`config.mk`:
```
export PLATFORM = sky130hd
export DESIGN_NAME = toggle_stream_decoder
export DESIGN_NICKNAME = d
export VERILOG_FILES = /design/src/rtl/toggle_stream_decoder.sv
export SDC_FILE = /design/constraint.sdc
export NUM_CORES = 1
export LEC_CHECK = 0
export CORE_ASPECT_RATIO = 1.4
export CORE_MARGIN = 4
export CORE_UTILIZATION = 50
export CTS_CLUSTER_SIZE = 25
export DETAILED_ROUTE_END_ITERATION = 10
export PLACE_DENSITY = 0.75
export REMOVE_ABC_BUFFERS = 1
export SETUP_SLACK_MARGIN = 0.5
export SYNTH_ARGS = -nofsm -noshare
export SYNTH_HDL_FRONTEND = slang
export SYNTH_SLANG_ARGS = --single-unit
export TNS_END_PERCENT = 10
```
`constraint.sdc`:
```
create_clock -name clk -period 2.34 [get_ports clk]
set_input_delay 0.468 -clock clk [delete_from_list [all_inputs] [get_ports clk]]
set_output_delay 0.468 -clock clk [all_outputs]
set_load 0.05 [all_outputs]
```
`src/rtl/toggle_stream_decoder.sv`:
```
// Purpose: toggle-line receiver; recovers bits (line XOR previous level), hunts a sync word, deserializes framed words LSB first.
// Latency: dec_bit is combinational; out_valid rises 1 cycle after the symbol carrying a word's last bit.
// Backpressure: single-entry output buffer; a word completing while the buffer is full is dropped and overrun pulses.
//
// Ports:
//   clk        - clock, all logic on posedge
//   reset      - synchronous active-low reset
//   line_in    - encoded line level
//   line_valid - line_in carries a new symbol this cycle
//   dec_bit    - decoded bit for the current symbol (0 when line_valid=0)
//   out_data   - received word, stable while out_valid=1
//   out_valid  - word available
//   out_ready  - consumer accepts the word when out_valid & out_ready
//   in_frame   - 1 while receiving frame words
//   overrun    - one-cycle pulse when a completed word is dropped
module toggle_stream_decoder #(
    parameter int                DATA_W      = 8,
    parameter logic [DATA_W-1:0] SYNC_WORD   = DATA_W'(8'hA5),
    parameter int                FRAME_WORDS = 4
) (
    input  logic              clk,
    input  logic              reset,
    input  logic              line_in,
    input  logic              line_valid,
    output logic              dec_bit,
    output logic [DATA_W-1:0] out_data,
    output logic              out_valid,
    input  logic              out_ready,
    output logic              in_frame,
    output logic              overrun
);

    localparam int BC_W = $clog2(DATA_W);
    localparam int WC_W = (FRAME_WORDS > 1) ? $clog2(FRAME_WORDS) : 1;

    localparam logic [BC_W-1:0] BC_LAST = BC_W'(DATA_W - 1);
    localparam logic [WC_W-1:0] WC_LAST = WC_W'(FRAME_WORDS - 1);

    localparam logic [0:0] ST_HUNT = 1'b0;
    localparam logic [0:0] ST_RECV = 1'b1;

    logic              r_prev_line;
    logic [DATA_W-1:0] r_sr;
    logic [BC_W-1:0]   r_bit_cnt;
    logic [WC_W-1:0]   r_word_cnt;
    logic [0:0]        r_state;
    logic [DATA_W-1:0] r_out_data;
    logic              r_out_valid;
    logic              r_overrun;

    logic              w_dec;
    logic [DATA_W-1:0] w_sr_next;
    logic              w_word_done;
    logic              w_last_word;

    assign w_dec     = line_in ^ r_prev_line;
    // New bit enters at the MSB so after DATA_W shifts the first-received bit sits at the LSB.
    assign w_sr_next = {w_dec, r_sr[DATA_W-1:1]};

    // w_sr_next holds exactly the DATA_W bits of the current word when this is true.
    assign w_word_done = line_valid && (r_state == ST_RECV) && (r_bit_cnt == BC_LAST);
    assign w_last_word = w_word_done && (r_word_cnt == WC_LAST);

    // Framing FSM and deserializer; everything freezes when no symbol arrives.
    always_ff @(posedge clk) begin
        if (!reset) begin
            r_prev_line <= 1'b0;
            r_sr        <= '0;
            r_bit_cnt   <= '0;
            r_word_cnt  <= '0;
            r_state     <= ST_HUNT;
        end else if (line_valid) begin
            r_prev_line <= line_in;
            r_sr        <= w_sr_next;
            case (r_state)
                ST_HUNT: begin
                    // Sliding match: checked on every bit, no alignment required.
                    if (w_sr_next == SYNC_WORD) begin
                        r_state    <= ST_RECV;
                        r_bit_cnt  <= '0;
                        r_word_cnt <= '0;
                    end
                end
                default: begin
                    if (r_bit_cnt == BC_LAST) begin
                        r_bit_cnt <= '0;
                        if (w_last_word) begin
                            // Clearing the shifter keeps frame tail bits out of the next sync hunt.
                            r_sr       <= '0;
                            r_word_cnt <= '0;
                            r_state    <= ST_HUNT;
                        end else begin
                            r_word_cnt <= r_word_cnt + WC_W'(1);
                        end
                    end else begin
                        r_bit_cnt <= r_bit_cnt + BC_W'(1);
                    end
                end
            endcase
        end
    end

    // Single-entry output buffer. A full buffer being drained this same cycle can
    // still take the new word; otherwise the new word is lost and flagged.
    always_ff @(posedge clk) begin
        if (!reset) begin
            r_out_data  <= '0;
            r_out_valid <= 1'b0;
            r_overrun   <= 1'b0;
        end else begin
            r_overrun <= 1'b0;
            if (w_word_done) begin
                if (!r_out_valid || out_ready) begin
                    r_out_data  <= w_sr_next;
                    r_out_valid <= 1'b1;
                end else begin
                    r_overrun <= 1'b1;
                end
            end else if (r_out_valid && out_ready) begin
                r_out_valid <= 1'b0;
            end
        end
    end

    assign dec_bit   = line_valid & w_dec;
    assign out_data  = r_out_data;
    assign out_valid = r_out_valid;
    assign in_frame  = (r_state == ST_RECV);
    assign overrun   = r_overrun;

endmodule

```
==> summary.md, run 1 <==
| Metric | Value |
|---|---|
| Setup bufs post-CTS | 0 |
| Hold depth | 2 |
| Slowest stage cell on the critical path | clkdlybuf4s50_1 |
| Layout cells sized above 1 | 11.8% |
| Max_slew headroom | between 60 and 70% |
| Final period util | around 80% |
| Final setup fails | 0 |
| Worst r2r dst | out_data[7]$_SDFFE_PN0P_ |
| Yosys top cell by area | dfxtp_1 |
| TritonCTS clock tree | done |
| R2R cell count | 5 |
| VDD IR-drop max | between 300 and 400 uV |
| Max stage delay on crit path | around 0.80 ns |
| Most frequent cells after synthesis | 24 x dfxtp_1, 16 x nand3_1, 15 x a21boi_0, 10 x nand2_1, 7 x o21ai_0 |
| Area occupied by multi-input gates | about 550 sq um |
| Ranking of synthesized cells by area | dfxtp_1 45%, a21boi_0 11%, nand3_1 7.5% |
| # diodes | 0 |
| Initial Util | 53.4% |
| Min Tclk post-route | between 1.5 and 2 ns |
| TritonCTS Buffers | 3 |
| Top FF cell, synth | dfxtp_1 |
| Hold EP | out_data[0]$_SDFFE_PN0P_ |
| Total grt overflow | 0 |
| DR iter-0 viols | 17 |
| R2r startpoint | r_bit_cnt[0]$_SDFFE_PN0P_ |
| H-tree depth | 1 |
| Crit path launch type | flop |
| Ports | 17 |
| Row cnt | 19 |
| Core area | between 1500 and 2000 sq um |
| RSZ-0062 raised after global routing | yes |
| FF+latch count, synth | 24 |
| Synthesized area | 1070 sq um |
| Post-Route Utilization | 64.2% |
| Drt wl/cell | approximately 14 microns |
| Max-slew violations | 0 |
| Delay-heaviest family, CP | buffers and inverters |
| First-pass GRT wire length | roughly 3.6 mm |
| Vias per cell | approximately 5.7 |
| Synth top area share | between 40% and 50% |
| Asr flop ratio synth | 0% |
| Hold Startpoint | out_data[0]$_SDFFE_PN0P_ |
| Die Wd | about 47 microns |
| TNS Setup | 0 ns |
| Max Clock Freq | between 500 and 600 MHz |
| Synth-to-layout area growth | 20.2% |
| Worst slew pin tran | approximately 0.50 ns |
| Via Count | approximately 850 |
| Buffers added on ports | 16 |
| Reg2reg setup slack | about 0.72 ns |
| Seq/Total Area, Yosys | between 40% and 50% |
| Critical path type | flop to primary output |
| Largest net degree at the start of global routing | 18 |
| Most common cell in the netlist | dfxtp_1 |
| Antenna violations before repair | 0 |
| Crit path buffers/inverters | 1 |
| Max-cap violations | 0 |
| Register Area | slightly below 500 sq um |
| Worst-Skew Late Latency | roughly 0.3 ns |
| Detailed-route DRC error count | 0 |
| Synth cell types | 33 |
| Synthesized area per cell | ~9.6 sq um |
| Fillers | about 180 |
| Die height | around 63 microns |
| PD cells | roughly 500 nW/um^2 |
| Skew final | about 0.0035 ns |
| Gate Count Post-Synth | ~110 |
| Outcome | finished clean |
| GRT Resource Usage Total | between 10% and 20% |
| Critical Path End Type | primary output |
| Critical-path cell list | clkdlybuf4s50_1 |
| CTS root buf | clkbuf_4 |
| WP data required | 1.87 ns |
| Max Buffers Root-to-Sink | 2 |
| DP HPWL | between 1.5 and 2 mm |
| Die area | 2950 sq um |
| First-pass DRT Iterations | 5 |
| RePlAce Congestion | 0.753 |
| CTS sink count | 24 |
| Hold Vio Cnt, Final | 0 |
| Leak pwr | approximately 0.48 nW |
| Antenna Violating Nets Remaining | 0 |
| Vias in the first global route | 810 |
| Final WL | about 2.0 mm |
| Clock-pin slew on the worst setup and hold paths | 0.12 ns |
| Final net count | 137 |
| Synth warn | 0 |
| Crit path max fanout | 2 |
| Number of synthesized flops with an enable pin | 0 |
| Hold Path Class | flop to flop |
| Worst path arrival time | 1.46 ns |
| Pwr Total | 0.644 mW |
-- layout make-up --
cell class / count / share of cell area [%]
inverters: 1 / 0.293
flip-flops and latches: 24 / 37.5
repair buffers: 20 / 15.8
multi-input cells: 79 / 42.6
well taps: 21 / 2.05
clock buffers: 3 / 1.76
-- through the flow --
step | hold WS [ns] | cells | worst slack, ns | cell area [sq um]
final | 0.485 | 148 | 0.414 | 1280
after global routing | 0.505 | 148 | 0.359 | 1280
after CTS | 0.491 | 148 | 0.389 | 1280
after detailed placement | 0.469 | 145 | 0.372 | 1250
after global placement | 0.458 | 145 | 0.343 | 1250
after floorplan | 0.446 | 104 | 0.751 | 1030
-- report_power, final --
group / switching (mW) / internal, mW / total (mW)
clock network: 0.114 / 0.0601 / 0.174
logic: 0.0270 / 0.0282 / 0.0552
registers: 0.00346 / 0.412 / 0.415
-- flip-flops by register name, indices dropped and copies added (netlist names) --
| register | flops |
|---|---|
| out_data | 8 |
| r_sr | 7 |
| r_bit_cnt | 3 |
| r_word_cnt | 2 |
| in_frame | 1 |
| out_valid | 1 |
| overrun | 1 |
| r_prev_line | 1 |
-- timing repair --
item	4_1_cts	5_1_grt
pin swaps	0	0
resized for setup	3	2
hold buffers	0	0
setup endpoints to repair	12	11
-- worst max-delay path by stage --
stage                             startpoint  cells past startpoint  slack (ns)     endpoint
floorplan                            line_in                      2        0.75      dec_bit
global placement                     line_in                      4        0.34      dec_bit
detailed placement                   line_in                      4        0.37      dec_bit
CTS                                  line_in                      4        0.39      dec_bit
global route        out_data[7]$_SDFFE_PN0P_                      1        0.36  out_data[7]
finish              out_data[7]$_SDFFE_PN0P_                      1        0.41  out_data[7]
-- cell families after synthesis --
logic type      count (synthesis)  share of synthesized area (%)
simple gates                   41                           21.5
buf+inv                         8                           3.98
flops                          24                           45.0
mux                             2                           1.99
fa+ha+maj                       3                           3.52
xor+xnor                        1                           1.52
compound gates                 32                           22.5
-- worst register-to-register path, delay by kind of cell (launching register included) --
family | cells | cell delay (ns)
simple gates | 2 | 0.59
fa+ha+maj | 2 | 0.46
compound gates | 1 | 0.12
flops | 1 | 0.38
-- per-layer routing --
layer | track usage, % | share of wire, % | up-vias
met2 | 26.2 | 51 | 19
met4 | 6.23 | 1.3 | 0
met5 | 0 | 0 | -
li1 | - | - | 434
met1 | 18.9 | 43 | 392
met3 | 3.17 | 4.6 | 4
-- layout by cell type (no fill, tap or decap), types with 2 or more instances in the layout --
cell | Yosys | final
a21boi_0 | 15 | 15
a32o_1 | 2 | 2
buf_4 | 0 | 4
clkbuf_4 | 0 | 3
clkdlybuf4s50_1 | 0 | 11
dfxtp_1 | 24 | 24
dlygate4sd2_1 | 0 | 2
dlymetal6s2s_1 | 0 | 2
ha_1 | 3 | 3
nand2_1 | 10 | 10
nand3_1 | 16 | 16
nor2b_1 | 3 | 3
nor3_1 | 2 | 2
o21ai_0 | 7 | 7
o2bb2ai_1 | 3 | 3
No activity file was read; power rests on OpenSTA's default activity.
==> inputs of run 2 (changes only) <==
- CORE_UTILIZATION: 50 -> 46
- PLACE_DENSITY: 0.75 -> 0.73
- clock period: 2.34 -> 1.58 ns (I/O delays scaled with it)
==> run 2 against run 1 <==
Against the previous run:
- setup slack worse by 0.31 ns
- via count up 11%
- hold slack worse by 0.017 ns
- largest power group unchanged
- critical path type unchanged
==> summary.md, run 2 (synthesis gave the netlist of run 1 again) <==
| Metric | Value |
|---|---|
| GRT Resource Usage Total | 16.7% (+0.94 points) |
| Vias per cell | 5.79 (+0.96%) |
| Detailed-route DRC error count | 0 (unchanged) |
| Via Count | 944 (+11%) |
| Crit path launch type | flop |
| Outcome | finished clean |
| Commonest non-fill, non-tap cell in the layout | buf_4 |
| Initial Util | 48.5% (-5.0 points) |
| Crit path max fanout | 2 (unchanged) |
| Placement Cell Area | 1300 sq um (+3.7%) |
| WP data required | 1.26 ns (-0.61 ns) |
| Fin area | 1490 sq um (+16%) |
| Max Clock Freq | just under 700 MHz |
| Core area | 2200 sq um (+10%) |
| RSZ-0062 raised after global routing | yes |
| Leak pwr | 0.562 nW (+16%) |
| Final setup fails | 0 (unchanged) |
| Max_slew headroom | 72.8% (+6.2 points) |
| Final net count | 150 (+9.5%) |
| CTS sink count | 24 (unchanged) |
| CTS root buf | clkbuf_4 |
| Largest net degree at the start of global routing | 20 (+2) |
| Layout cells sized above 1 | 38.3% (+26 points) |
| Total grt overflow | 0 (unchanged) |
| Buffers added on ports | 16 (unchanged) |
| Final period util | roughly 93% |
| Skew final | 0.0155 ns (+0.0120 ns) |
| Ports | 17 (unchanged) |
| Critical Path End Type | primary output |
| PD cells | 709 nW/um^2 (+41%) |
| H-tree depth | 1 (unchanged) |
| TritonCTS clock tree | done |
| Max Buffers Root-to-Sink | 2 (unchanged) |
| Post-placement cell count | 154 (+6.2%) |
| Worst-Skew Late Latency | 0.33 ns (+0.03 ns) |
| Clock-pin slew on the worst setup and hold paths | 0.14 ns (+0.02 ns) |
| Min Hold Slack | 0.467 ns (-0.0175 ns) |
| Die height | 65.0 microns (+3.7%) |
| Hold Vio Cnt, Final | 0 (unchanged) |
| Antenna Violating Nets Remaining | 0 (unchanged) |
| DP HPWL | 1.65 mm (+7.2%) |
| DR iter-0 viols | 27 (+10) |
| VDD IR-drop max | 434 uV (+21%) |
| RePlAce Congestion | 0.784 (+4.2%) |
| Die Wd | 48.7 microns (+3.5%) |
| First-pass GRT wire length | 4.21 mm (+18%) |
| Critical path type | flop to primary output |
| Hold Path Class | input pin to flop |
| Worst slew pin tran | 0.408 ns (-0.0921 ns) |
| Final std cells w/o fill | 163 (+10%) |
| Max-slew violations | 0 (unchanged) |
| # diodes | 0 (unchanged) |
| Most frequent cells in the layout | 22 x buf_4, 20 x dfxtp_1, 11 x nand3_1, 11 x a21boi_0, 10 x nand2_1 |
| Max-cap violations | 0 (unchanged) |
| Min Tclk post-route | between 1 and 1.5 ns |
| Antenna violations before repair | 0 (unchanged) |
| Final WL | 2.57 mm (+28%) |
| First-pass DRT Iterations | 4 (-1) |
| Row cnt | 20 (+1) |
| Drt wl/cell | 15.8 microns (+16%) |
| Largest register FFs | 8 (unchanged) |
| Die area | 3170 sq um (+7.4%) |
| Vias in the first global route | 984 (+21%) |
| TritonCTS Buffers | 3 (unchanged) |
| Worst path arrival time | 1.16 ns (-0.30 ns) |
| Synth-to-layout area growth | 39.5% |
run 2: worst max-delay path, stage by stage, from the launching register on:
cell     delay [ns]
dfxtp_2        0.37
xor2_2         0.15
and2_4         0.17
buf_12         0.13
run 2: metal layers:
metal,GRT usage [%],vias to the layer above,wire length [microns]
met4,8.75,0,50
met2,31.2,16,1390
li1,-,466,-
met3,3.68,5,96
met1,16.9,457,1030
met5,0,-,0
run 2: area by class of cell:
type | instances | area (sq um)
fillers | 178 | 713
multi-input cells | 79 | 616
flip-flops and latches | 24 | 485
repair buffers | 33 | 320
clock buffers | 4 | 36.3
well taps | 22 | 27.5
inverters | 1 | 3.75
run 2: final timing paths:
kind / slack (ns) / depth (start not counted) / startpoint / to
worst max-delay path: 0.11 / 3 / r_prev_line$_SDFFE_PN0P_ / dec_bit
worst min-delay path: 0.47 / 3 / line_in / r_prev_line$_SDFFE_PN0P_
worst max register to register: 0.26 / 7 / r_bit_cnt[0]$_SDFFE_PN0P_ / r_word_cnt[1]$_SDFFE_PN0P_
worst min register to register: 0.48 / 2 / out_data[1]$_SDFFE_PN0P_ / out_data[1]$_SDFFE_PN0P_
run 2: power breakdown:
part,internal [mW],switching [mW]
clock,0.141,0.189
sequential,0.610,0.00516
combinational,0.0622,0.0487
total,0.814,0.242
run 2: what timing repair did:
action	in CTS	in global routing
hold buffers	0	0
gates cloned	0	1
pin swaps	4	6
endpoints found under the setup margin	35	36
resized for setup	16	14
buffers inserted	3	1
run 2: metrics by stage:
stage / TNS, ns / total power [mW] / utilization (%) / setup slack (ns)
2_1_floorplan: 0 / 0.661 / - / 0.150
3_3_place_gp: -0.324 / 0.716 / 59.1 / -0.0540
3_5_place_dp: -0.653 / 0.719 / 59.1 / -0.0870
4_1_cts: 0 / 1.05 / 64.3 / 0.106
5_1_grt: 0 / 1.10 / 67.6 / 0.0568
6_report: 0 / 1.06 / 67.6 / 0.107
